## src/rtl/pc_next_unit.sv

```systemverilog
// pc_next_unit: MIPS program counter, next-PC select, boot/run/halt FSM.
// Optional feature macro PC_ALIGN_CHECK_EN: trap on misaligned targets.
module pc_next_unit #(
    parameter logic [31:0] RESET_VECTOR = 32'h0000_0000
) (
    input  logic        clk,
    input  logic        reset,
    input  logic        stall,
    input  logic        halt,
    input  logic        branch_taken,
    input  logic [31:0] branch_offset,
    input  logic        jump,
    input  logic [25:0] jump_index,
    input  logic        jr,
    input  logic [31:0] jr_target,
    output logic [31:0] pc,
    output logic [31:0] pc_plus4,
    output logic        fetch_valid,
    output logic        halted,
    output logic        misalign,
    output logic [31:0] instr_count
);

    typedef enum logic [1:0] {
        BOOT = 2'd0,
        RUN  = 2'd1,
        HALT = 2'd2
    } state_t;

    state_t      state_q;
    logic [31:0] pc_q;
    logic [31:0] cnt_q;
    logic        fv_q;
    logic        hl_q;
    logic [31:0] tgt_raw;
    logic [31:0] pc_d;
    logic        bad_d;

    assign pc_plus4 = pc_q + 32'd4;

    // Target mux: jr beats jump beats branch beats sequential
    always_comb begin
        tgt_raw = pc_plus4;
        if (jr) begin
            tgt_raw = jr_target;
        end else if (jump) begin
            tgt_raw = {pc_plus4[31:28], jump_index, 2'b00};
        end else if (branch_taken) begin
            tgt_raw = pc_plus4 + branch_offset;
        end
    end

`ifdef PC_ALIGN_CHECK_EN
    logic mis_q;
    assign pc_d     = tgt_raw;
    assign bad_d    = |tgt_raw[1:0];
    assign misalign = mis_q;
`else
    assign pc_d     = tgt_raw & ~32'd3;
    assign bad_d    = 1'b0;
    assign misalign = 1'b0;
`endif

    // Boot/run/halt FSM owning pc, counter and the registered status flags
    always_ff @(posedge clk) begin
        if (reset) begin
            state_q <= BOOT;
            pc_q    <= RESET_VECTOR;
            cnt_q   <= 32'd0;
            fv_q    <= 1'b0;
            hl_q    <= 1'b0;
`ifdef PC_ALIGN_CHECK_EN
            mis_q   <= 1'b0;
`endif
        end else begin
            unique case (state_q)
                BOOT: begin
                    state_q <= RUN;
                    fv_q    <= 1'b1;
                end
                RUN: begin
                    if (!stall) begin
                        if (halt) begin
                            cnt_q   <= cnt_q + 32'd1;
                            state_q <= HALT;
                            fv_q    <= 1'b0;
                            hl_q    <= 1'b1;
                        end else if (bad_d) begin
                            state_q <= HALT;
                            fv_q    <= 1'b0;
                            hl_q    <= 1'b1;
`ifdef PC_ALIGN_CHECK_EN
                            mis_q   <= 1'b1;
`endif
                        end else begin
                            pc_q  <= pc_d;
                            cnt_q <= cnt_q + 32'd1;
                        end
                    end
                end
                HALT: begin
                    state_q <= HALT;
                end
                default: begin
                    state_q <= BOOT;
                    fv_q    <= 1'b0;
                    hl_q    <= 1'b0;
                end
            endcase
        end
    end

    assign pc          = pc_q;
    assign instr_count = cnt_q;
    assign fetch_valid = fv_q;
    assign halted      = hl_q;

endmodule

```

## config.mk

```make
export PLATFORM = sky130hd
export DESIGN_NAME = pc_next_unit
export DESIGN_NICKNAME = d
export VERILOG_FILES = /design/src/rtl/pc_next_unit.sv
export SDC_FILE = /design/constraint.sdc
export NUM_CORES = 1
export LEC_CHECK = 0
export BUFFER_PORTS_ARGS = -buffer_cell sky130_fd_sc_hd__clkbuf_2
export CORE_ASPECT_RATIO = 1.75
export CORE_MARGIN = 5
export CORE_UTILIZATION = 42
export DETAILED_ROUTE_END_ITERATION = 8
export GPL_TIMING_DRIVEN = 1
export HOLD_SLACK_MARGIN = 0.05
export PLACE_DENSITY = 0.79
export REMOVE_ABC_BUFFERS = 1
export SYNTH_ARGS = -nofsm -noshare
export SYNTH_HDL_FRONTEND = slang
export SYNTH_SLANG_ARGS = --single-unit
```

## constraint.sdc

```tcl
create_clock -name clk -period 4.39 [get_ports clk]
set_input_delay 0.878 -clock clk [delete_from_list [all_inputs] [get_ports clk]]
set_output_delay 0.878 -clock clk [all_outputs]
set_load 0.02 [all_outputs]
```

* Word-level counts from Yosys, hierarchy flattened *
Index checks and enable logic that the tools add are counted.

word-level totals
  register bits = 66
  input port bits = 97
  output and inout bits = 99
  word-level logic and storage cells = 35

cells by class
  add/subtract/negate cells = 3
  equality and inequality tests = 4
  mux-type cells = 12
  bitwise operators = 4
  reduce and logical (&&, ||, !) cells = 7

operators by type and width
  operator                                                                count
  32-bit 2-to-1 mux                                                       3
  32-bit by 1-bit adder with 32-bit output (second input constant)        1
  32-bit by 3-bit adder with 32-bit output (second input constant)        1
  32-bit adder                                                            1
  3-bit AND reduction                                                     3
  2-bit case mux with 3 select lines                                      1
  1-bit 2-to-1 mux                                                        4
  2-bit 2-to-1 mux                                                        2
  2-bit != test (second input constant)                                   2
  1-bit inverter                                                          4
  2-bit AND reduction                                                     2
  1-bit case mux with 3 select lines                                      1
  2-bit by 1-bit equality test with 1-bit output (second input constant)  1
  2-bit equality test (second input constant)                             1
  2-bit logical NOT                                                       1
  1-bit case mux with 2 select lines                                      1
  2-bit OR reduction                                                      1

* Logic depth before layout (Yosys ltp) *
  depth after elaboration = 5
  depth in mapped cells = 17
  gate-level depth less buffers = 17

* Worst setup path before layout *
OpenSTA, ideal clock, no wires.

  kind = flip-flop to flip-flop
  start = reg pc_q[11], in the netlist pc[11]
  end = reg pc_q[31], in the netlist pc[31]
  setup time = 103 ps
  data arrival time = 3,937 ps
  data required time = 4,287 ps
  path slack = 350 ps
  cell stages (with the launch flop) = 15
  path buffers = 1
  period minus slack after synthesis = 4,040 ps
  cell sequence = dfxtp_1 -> and4_4 -> nand4_4 -> nor4_4 -> nand3_1 -> xnor2_1 -> ha_1 -> clkbuf_1 -> a211oi_1 -> nand2_1 -> o31ai_2 -> or3_1 -> nand4_1 -> xor2_1 -> a2111oi_2

on the way
  cells in the longest elaborated chain, start to end = 5

ends and longest elaborated chain
  element                                   line  source
  start, declared                           31    logic [31:0] pc_q;
  start signal, assigned                    96    pc_q <= pc_d;
  32-bit by 3-bit adder with 32-bit output  39    assign pc_plus4 = pc_q + 32'd4;
  via pc_plus4[24]                          17    output logic [31:0] pc_plus4,
  32-bit adder                              49    tgt_raw = pc_plus4 + branch_offset;
  32-bit 2-to-1 mux                         48    end else if (branch_taken) begin
  32-bit 2-to-1 mux                         46    end else if (jump) begin
  32-bit 2-to-1 mux                         44    if (jr) begin

The timed path passes the listed nets, and every way through them passes these cells.
A chain may end at the register's enable or synchronous reset.

* Worst setup path in the final report *
  start = reg pc_q[2], in the netlist pc[2]
  end = reg pc_q[31], in the netlist pc[31]

on the way
  cells in the longest elaborated chain, start to end = 5

ends and longest elaborated chain
  element                                       line
  32-bit by 3-bit adder with 32-bit output (*)  39
  32-bit adder                                  49
  32-bit 2-to-1 mux                             48
  32-bit 2-to-1 mux (*)                         46
  32-bit 2-to-1 mux (*)                         44

Mark *: on every way between the ends. The rest lies on a longest branch, timed or not.

==> results.json <==
{
  "min_path_type": "register to register",
  "dp_cells": 1068,
  "multiInputGateArea_um2": 4030,
  "hold_viol": 0,
  "core_area_um2": 13200,
  "cts_resized": 0,
  "synthFlopType": "dfxtp_1",
  "clockBufferDepth": 2,
  "cts.htree.levels": 3,
  "ir_worst_vdd_v": 0.000163,
  "grt_pass1_vias": 6306,
  "drt_iter0_markers": 382,
  "syn_inst": 725,
  "p_leak_uw": 0.00325,
  "grtUsageTotal": 0.240,
  "fin_skew_ns": 0.00972,
  "hpwl_mm": 15.5,
  "layout.nets": 1043,
  "instances_no_fill": 1084,
  "cts_buffers": 9,
  "critPathKind": "register to register",
  "routedWlPerCell_um": 18.1,
  "synth-edff-count": 0,
  "finalSetupViolations": 0,
  "dpl_cell_area_um2": 6670,
  "slowest_delay_ns": 0.62,
  "crit_chain": "ha_1 -> nand4_4 -> nor4_4 -> nand3_1 -> xnor2_1 -> ha_1 -> a211oi_1 -> nand2_1 -> o31ai_2 -> or3_1 -> nand4_1 -> xor2_1 -> a2111oi_2",
  "period_needed_ns": 4.12,
  "ios": 196,
  "worstMarginPinSlew_ns": 0.947,
  "synth_seq_area_share": 0.236,
  "required_ns": 4.62,
  "fin_setup_tns_ns": 0,
  "drive_above_1_share": 0.264,
  "grt.overflow.total": 0,
  "cts_tree": "built",
  "clk_pin_slew_ns": 0.06,
  "hold_buffers": 0,
  "cp-start-kind": "register",
  "grt_pass1_wl_mm": 30.8,
  "slew_viol_final": 0,
  "maxCapViolations": 0,
  "io_buffers": 186,
  "cts_setup_buffers": 0,
  "vias": 6210,
  "slew_headroom": 0.364,
  "seq_area_um2": 1320,
  "cpMaxStageDelayCell": "nor4_4",
  "status": "finished clean",
  "die_h_um": 163,
  "cp_max_fo": 7,
  "syn-cell-area_um2": 5610,
  "final_cell_mix": "clkbuf_2, nor2_1, dfxtp_1",
  "async_reset_ff_frac": 0,
  "finalWirelength_mm": 19.7,
  "drc": 0,
  "die_w_um": 97.4,
  "crit_path_end_kind": "register",
  "worst-path-buf-inv": 0,
  "rsz0062_at_grt": "false",
  "worstPathArrival_ns": 4.34,
  "place_congestion": 0.979,
  "finalCritPeriodShare": 0.938,
  "clock-sinks": 66,
  "final_common_cell": "clkbuf_2",
  "cts_root_buf": "clkbuf_16",
  "grt_antenna_before_repair": 0,
  "syn_area_per_cell_um2": 7.74,
  "clk_latency_ns": 0.33,
  "fmax_mhz": 243,
  "grt_max_degree": 43,
  "powerDensity_nw_per_um2": 331,
  "nFillCells": 1330,
  "viasPerCell": 5.73,
  "dr.pass1.iters": 5,
  "synthDistinctLibCells": 76,
  "design_area_um2": 6990,
  "drtAntennaViolNets": 0,
  "die_area_um2": 15900,
  "critical_path.most_common_cell": "ha_1",
  "ys_ff_latch": 66,
  "final_core_util": 0.528,
  "syn2layout_area_growth_pct": 24.6,
  "ys_warn_count": 0,
  "antennaDiodeCount": 0,
  "cp_top_family": "simple AND/OR/NAND/NOR gates",
  "start_util": 0.424,
  "fp-row-count": 56
}
## worst register-to-register path: stages (launching register included)
cell       delay, ns
dfxtp_1         0.42
ha_1            0.31
nand4_4         0.20
nor4_4          0.62
nand3_1         0.17
xnor2_1         0.25
ha_1            0.36
a211oi_1        0.32
nand2_1         0.12
o31ai_2         0.36
or3_1           0.16
nand4_1         0.14
xor2_1          0.21
a2111oi_2       0.37
## cell type report
type | instances | share of cell area
Inverter | 19 | 0.0102
Multi-Input combinational cell | 608 | 0.577
Sequential cell | 66 | 0.189
Clock buffer | 9 | 0.0322
Clock inverter | 7 | 0.0109
Tap cell | 174 | 0.0312
Timing Repair Buffer | 201 | 0.149
## registers in the layout (all words and copies together), names as in the netlist
register and count:
instr_count 32, pc 30, state_q 2, fetch_valid 1, halted 1
## logic make-up after synthesis
logic type / Yosys count / share of synthesized area
AOI/OAI and AO/OA: 197 / 0.236
xor gates and xnor gates: 74 / 0.117
adders and majority gates: 41 / 0.0928
buffers and inverters: 55 / 0.0504
DFF: 66 / 0.236
muxes: 8 / 0.0143
other: 1 / 0.000669
and+or+nand+nor: 283 / 0.253
## path summary, 6_finish.rpt
kind	endpoint	slack, ns	startpoint	depth (start not counted)
worst min-delay path	state_q[1]	0.47	state_q[1]	2
worst max register to register	pc[31]	0.27	pc[2]	13
worst max-delay path	pc[31]	0.27	pc[2]	13
worst min register to register	state_q[1]	0.47	state_q[1]	2
## metrics by stage
stage | hold WS (ns) | worst slack [ns] | total power (uW)
after global routing | 0.493 | 0.0249 | 2450
final | 0.472 | 0.274 | 2320
after detailed placement | 0.466 | 0.285 | 1580
after CTS | 0.474 | 0.247 | 2320
after floorplan | 0.443 | 0.384 | 1280
after global placement | 0.457 | 0.422 | 1560
## routing by layer
metal | share of wire | global-route usage | up-vias
met1 | 0.35 | 0.227 | 2898
met2 | 0.54 | 0.470 | 249
met3 | 0.057 | 0.0403 | 64
met5 | 0 | 0 | -
li1 | - | - | 2999
met4 | 0.056 | 0.150 | 0
## power breakdown
part	switching (uW)	internal (uW)
sequential	61.6	649
combinational	534	331
clock	296	444
total	891	1420
## Yosys cell counts (18+ instances only)
cell type,n,share of area
xor2_1,41,0.064
nand2_1,65,0.043
ha_1,40,0.089
xnor2_1,32,0.050
nor3_1,18,0.016
o21ai_0,25,0.022
clkbuf_1,24,0.016
nor2_1,90,0.060
dfxtp_1,66,0.24
nand3_1,29,0.026
a211oi_1,20,0.027
and3_1,18,0.020
o211ai_1,18,0.024
a21oi_1,56,0.050
(Power assumes the default switching activity.)
